File: config.mk
export PLATFORM = sky130hd
export DESIGN_NAME = apb_req_arbiter
export DESIGN_NICKNAME = d
export VERILOG_FILES = /design/src/rtl/apb_req_arbiter.sv
export SDC_FILE = /design/constraint.sdc
export NUM_CORES = 1
export LEC_CHECK = 0
export ABC_CLOCK_PERIOD_IN_PS = 4200
export CAP_MARGIN = 20
export CORE_ASPECT_RATIO = 1.1
export CORE_MARGIN = 2
export CORE_UTILIZATION = 40
export CTS_CLUSTER_SIZE = 28
export DETAILED_ROUTE_END_ITERATION = 8
export PLACE_DENSITY = 0.82
export SYNTH_ARGS = -nofsm -noshare
export SYNTH_HDL_FRONTEND = slang
export SYNTH_SLANG_ARGS = --single-unit
File: constraint.sdc
create_clock -name pclk -period 4.2 [get_ports pclk]
set_input_delay 0.84 -clock pclk [delete_from_list [all_inputs] [get_ports pclk]]
set_output_delay 0.84 -clock pclk [all_outputs]
set_load 0.02 [all_outputs]
File: src/rtl/apb_req_arbiter.sv
// apb_req_arbiter: round-robin arbiter sharing one APB slave port among NUM_REQ requesters, with wait-state timeout
module apb_req_arbiter #(
  parameter int NUM_REQ = 2,
  parameter int ADDR_W  = 32,
  parameter int DATA_W  = 32,
  parameter int TIMEOUT = 16
) (
  input  logic                      pclk,
  input  logic                      rst_n,
  input  logic [NUM_REQ-1:0]        req_valid,
  input  logic [NUM_REQ-1:0]        req_write,
  input  logic [NUM_REQ*ADDR_W-1:0] req_addr,
  input  logic [NUM_REQ*DATA_W-1:0] req_wdata,
  output logic [NUM_REQ-1:0]        req_ready,
  output logic [NUM_REQ-1:0]        rsp_valid,
  output logic [DATA_W-1:0]         rsp_rdata,
  output logic                      rsp_err,
  output logic                      timeout_evt,
  output logic                      psel,
  output logic                      penable,
  output logic                      pwrite,
  output logic [ADDR_W-1:0]         paddr,
  output logic [DATA_W-1:0]         pwdata,
  input  logic [DATA_W-1:0]         prdata,
  input  logic                      pready,
  input  logic                      pslverr
);
  localparam int PW = NUM_REQ > 1 ? $clog2(NUM_REQ) : 1;
  localparam int CW = $clog2(TIMEOUT + 1);
  typedef enum logic [1:0] {IDLE, SETUP, ACCESS} state_t;
  state_t state, state_nxt;
  logic [PW-1:0] rr_ptr, rr_nxt, gnt, gnt_nxt, arb_idx;
  logic [CW-1:0] cnt, cnt_nxt;
  logic any_req;
  logic [NUM_REQ-1:0] req_ready_nxt, rsp_valid_nxt;
  logic [DATA_W-1:0] rdata_nxt, pwdata_nxt;
  logic [ADDR_W-1:0] paddr_nxt;
  logic err_nxt, timeout_nxt, psel_nxt, penable_nxt, pwrite_nxt;
  function automatic int wrap(input int v);
    return v >= NUM_REQ ? v - NUM_REQ : v;
  endfunction
  always_comb begin
    any_req = 1'b0;
    arb_idx = '0;
    for (int k = NUM_REQ - 1; k >= 0; k--) begin
      if (req_valid[PW'(wrap(int'(rr_ptr) + k))]) begin
        any_req = 1'b1;
        arb_idx = PW'(wrap(int'(rr_ptr) + k));
      end
    end
  end
  always_comb begin
    state_nxt     = state;
    rr_nxt        = rr_ptr;
    gnt_nxt       = gnt;
    cnt_nxt       = cnt;
    req_ready_nxt = '0;
    rsp_valid_nxt = '0;
    timeout_nxt   = 1'b0;
    rdata_nxt     = rsp_rdata;
    err_nxt       = rsp_err;
    psel_nxt      = psel;
    penable_nxt   = penable;
    pwrite_nxt    = pwrite;
    paddr_nxt     = paddr;
    pwdata_nxt    = pwdata;
    case (state)
      IDLE: if (any_req) begin
        state_nxt     = SETUP;
        gnt_nxt       = arb_idx;
        rr_nxt        = PW'(wrap(int'(arb_idx) + 1));
        req_ready_nxt = NUM_REQ'(1) << arb_idx;
        psel_nxt      = 1'b1;
        penable_nxt   = 1'b0;
        pwrite_nxt    = req_write[arb_idx];
        paddr_nxt     = req_addr[int'(arb_idx)*ADDR_W +: ADDR_W];
        pwdata_nxt    = req_write[arb_idx] ? req_wdata[int'(arb_idx)*DATA_W +: DATA_W] : '0;
      end
      SETUP: begin
        state_nxt   = ACCESS;
        penable_nxt = 1'b1;
        cnt_nxt     = '0;
      end
      ACCESS: if (pready || cnt == CW'(TIMEOUT - 1)) begin
        state_nxt     = IDLE;
        rsp_valid_nxt = NUM_REQ'(1) << gnt;
        rdata_nxt     = pready && !pwrite ? prdata : '0;
        err_nxt       = pready ? pslverr : 1'b1;
        timeout_nxt   = !pready;
        psel_nxt      = 1'b0;
        penable_nxt   = 1'b0;
      end else begin
        cnt_nxt = cnt + 1'b1;
      end
      default: state_nxt = IDLE;
    endcase
  end
  always_ff @(posedge pclk or negedge rst_n) begin
    if (!rst_n) begin
      state       <= IDLE;
      rr_ptr      <= '0;
      gnt         <= '0;
      cnt         <= '0;
      req_ready   <= '0;
      rsp_valid   <= '0;
      rsp_rdata   <= '0;
      rsp_err     <= 1'b0;
      timeout_evt <= 1'b0;
      psel        <= 1'b0;
      penable     <= 1'b0;
      pwrite      <= 1'b0;
      paddr       <= '0;
      pwdata      <= '0;
    end else begin
      state       <= state_nxt;
      rr_ptr      <= rr_nxt;
      gnt         <= gnt_nxt;
      cnt         <= cnt_nxt;
      req_ready   <= req_ready_nxt;
      rsp_valid   <= rsp_valid_nxt;
      rsp_rdata   <= rdata_nxt;
      rsp_err     <= err_nxt;
      timeout_evt <= timeout_nxt;
      psel        <= psel_nxt;
      penable     <= penable_nxt;
      pwrite      <= pwrite_nxt;
      paddr       <= paddr_nxt;
      pwdata      <= pwdata_nxt;
    end
  end
endmodule

==> results.py <==
metrics = {
    "logic_synthesis": {
        "synth_edf_count": 0,
        "synth_area_um2": 5126,
        "synth.area.top_cells": "dfrtp_1, mux2i_1, nand2_1",
        "synthArstFlopShare_pct": 100.0,
        "ys_top_cells_by_count": "dfrtp_1, nand2_1, o21ai_0, mux2i_1, o21ai_1",
        "synthFlopType": "dfrtp_1",
        "netlist.area_leader.share_pct": 55.65,
        "synth-seq-cells": 114,
        "syn-num-nets": 666,
        "yosysSeqAreaShare_pct": 55.65,
        "yosysMostFrequentCell": "dfrtp_1",
        "yosysTopAreaCell": "dfrtp_1",
        "ys_types": 37,
        "yosysWarnings": 0,
        "syn_inst": 496,
        "syn_avg_cell_area_um2": 10.34,
    },
    "critical_path": {
        "cp_max_fo": 54,
        "reg2reg_from": "rr_ptr",
        "startpoint_type": "primary input",
        "ff2ff_path_depth": 3,
        "crit_path_end_kind": "flop",
        "required_ps": 4460,
        "cpMaxStageDelayCell": "or3b_4",
        "crit_path_max_incr_delay_ps": 670,
        "r2r_slack_ps": 1930,
        "crit_chain": "clkdlybuf4s50_1 > or3b_4 > clkinv_2 > nand2_4 > o21ai_0",
        "crit_type": "in2reg",
        "cp.buffers_inverters": 2,
        "crit_family": "simple AND/OR/NAND/NOR gates",
        "r2r_end": "pwdata[23]",
        "cp.arrival_ps": 2770,
    },
    "global_route": {
        "grt.total_usage_pct": 21.61,
        "grt_use_met3_pct": 9.333,
        "busiest_layer": "met2",
        "grt_pass1_wl_um": 23390,
        "grt_pass1_vias": 4667,
        "grt.overflow.total": 0,
        "grt_max_degree": 83,
        "met1_usage_pct": 23.76,
        "grt_use_met2_pct": 37.31,
        "antenna_found_initial": 0,
    },
    "clock_tree": {
        "postCtsHoldBufs": 0,
        "clkTransAtPathRegs_ps": 60,
        "worstSkewPairLatency_ps": 400,
        "cts-resized-gates": 0,
        "htree_levels": 4,
        "cts.sinks": 114,
        "cts_tree": "yes",
        "cts.path.max_buffers": 2,
        "post_cts_buffers": 0,
        "cts_buffers": 17,
        "cts_root_buffer": "clkbuf_16",
    },
    "placement": {
        "placed_cells": 891,
        "gp_congestion": 0.8532,
        "io_buffer_count": 271,
        "hpwl_um": 10870,
    },
    "worst_hold_path": {
        "hold_path.class": "in2async",
    },
    "sta": {
        "tightest_slew_ps": 955.1,
        "rsz0062_at_grt": "no",
        "setup_tns_ps": 0,
        "fmax_ghz": 0.3984,
        "finalCritPeriodShare_pct": 59.77,
        "drv_slew": 0,
        "setup_viol": 0,
        "fin_worst_skew_ps": 10.78,
        "relSlewSlack_pct": 36.33,
        "hold_viol": 0,
        "min_period_ps": 2510,
    },
    "detailed_routing": {
        "drt_iter0_drc": 285,
        "wl_per_cell_um": 16.04,
        "wirelength_um": 14850,
        "via_per_inst": 5.023,
        "firstDrtPassIters": 4,
        "ant_nets": 0,
        "drc": 0,
        "vias": 4651,
    },
    "floorplan": {
        "die_h_um": 122.7,
        "fp.dieW_um": 111.9,
        "rows": 43,
        "die-area_um2": 13740,
        "initial_core_util_pct": 40.89,
        "coreArea_um2": 12540,
        "io_pins": 273,
    },
    "power_and_ir_drop": {
        "cellPowerDensity_nw_per_um2": 704.2,
        "ir_drop_mv": 0.3967,
        "p_leak_nw": 3.851,
    },
    "layout": {
        "layout-drive-gt1-share_pct": 7.022,
        "fillers": 953,
        "antenna_cells": 0,
        "area.growth.synth_to_final_pct": 65.90,
        "final_nets": 926,
        "instances_no_fill": 926,
    },
    "flow_run": {
        "drv_cap": 0,
    },
    "run_status": {
        "status": "finished clean",
    },
}
-- where the power goes --
| part | switching (mW) | internal [mW] | total, mW |
|---|---|---|---|
| clock network | 0.477 | 0.992 | 1.47 |
| logic | 1.40 | 1.25 | 2.65 |
| registers | 0.305 | 1.56 | 1.87 |
| total | 2.18 | 3.81 | 5.99 |
-- cells in the final DEF (no fill, tap or decap), types with 2 or more instances in the layout --
cell type / Yosys / routed
buf_4: 1 / 6
clkinvlp_4: 0 / 3
o21ai_1: 54 / 54
nand3_1: 2 / 2
nand2b_1: 2 / 2
nand2_4: 2 / 2
bufinv_16: 0 / 3
clkbuf_8: 0 / 4
a21o_1: 2 / 2
ha_1: 2 / 2
clkbuf_16: 0 / 17
a21oi_1: 2 / 2
o311ai_0: 2 / 2
mux2_2: 2 / 2
o21ai_2: 7 / 7
mux2i_1: 66 / 66
nor3_1: 2 / 2
dfrtp_1: 114 / 114
inv_1: 2 / 2
nor2_1: 6 / 6
clkbuf_1: 11 / 2
nand2_1: 103 / 103
clkinv_2: 1 / 4
and2_1: 2 / 2
clkdlybuf4s50_1: 0 / 270
o21ai_0: 71 / 71
-- layer usage --
| metal | routed length, um | vias to the layer above |
|---|---|---|
| li1 | - | 2229 |
| met4 | 268 | 0 |
| met1 | 5560 | 2186 |
| met3 | 1551 | 21 |
| met2 | 7470 | 215 |
| met5 | 0 | - |
-- kinds of logic (layout without fill, tap and decap cells) --
logic type | Yosys count | count (layout) | share of synthesized area [%]
xor+xnor | 1 | 1 | 0.1709
fa+ha+maj | 2 | 2 | 0.4881
flops | 114 | 114 | 55.65
mux | 68 | 68 | 13.33
compound gates | 142 | 142 | 14.86
buf+inv | 41 | 314 | 4.930
simple gates | 128 | 128 | 10.57
-- worst max path at each step --
| stage | depth (start not counted) | slack (ps) | to | from |
|---|---|---|---|---|
| 6_report | 5 | 1690 | pwdata[1] | req_valid[0] |
| 5_1_grt | 5 | 1550 | pwdata[1] | req_valid[0] |
| 4_1_cts | 3 | 1290 | rsp_rdata[18] | state[0] |
| 3_5_place_dp | 4 | 1230 | rsp_rdata[18] | pready |
| 3_3_place_gp | 5 | 1280 | pwdata[1] | req_valid[0] |
| 2_1_floorplan | 6 | 2300 | cnt[3] | cnt[0] |
-- worst reg2reg max path, stage by stage (launching register included) --
cell and delay [ps]:
dfrtp_1 830, nand2_4 660, mux2i_1 560, o21ai_2 80
-- through the flow --
stage	area, um^2	hold slack [ps]	power (mW)	utilization, %	setup WS (ps)
global placement	7835	437.4	4.439	62.50	1282
finish	8504	285.9	5.989	67.84	1690
detailed placement	7835	441.3	4.526	62.50	1230
global route	8504	270.8	6.341	67.84	1554
floorplan	5126	417.9	3.252	-	2299
CTS	8451	445.6	6.031	67.41	1290
-- state kept, by name, summed over array words and instances, names as in the netlist --
signal,flops
req_ready,2
timeout_evt,1
rsp_valid,2
cnt,5
penable,1
gnt,1
rsp_rdata,32
rr_ptr,1
pwdata,32
state,2
rsp_err,1
psel,1
paddr,32
pwrite,1
-- final cells by class --
| cell class | instances | area (um^2) | area share [%] |
|---|---|---|---|
| Sequential cell | 114 | 2853 | 33.54 |
| Timing Repair Buffer | 279 | 2801 | 32.94 |
| Multi-Input combinational cell | 341 | 2026 | 23.82 |
| Clock buffer | 23 | 488.0 | 5.738 |
| Tap cell | 157 | 196.4 | 2.310 |
| Clock inverter | 9 | 127.6 | 1.501 |
| Inverter | 3 | 12.51 | 0.1471 |
(Power assumes the default switching activity.)
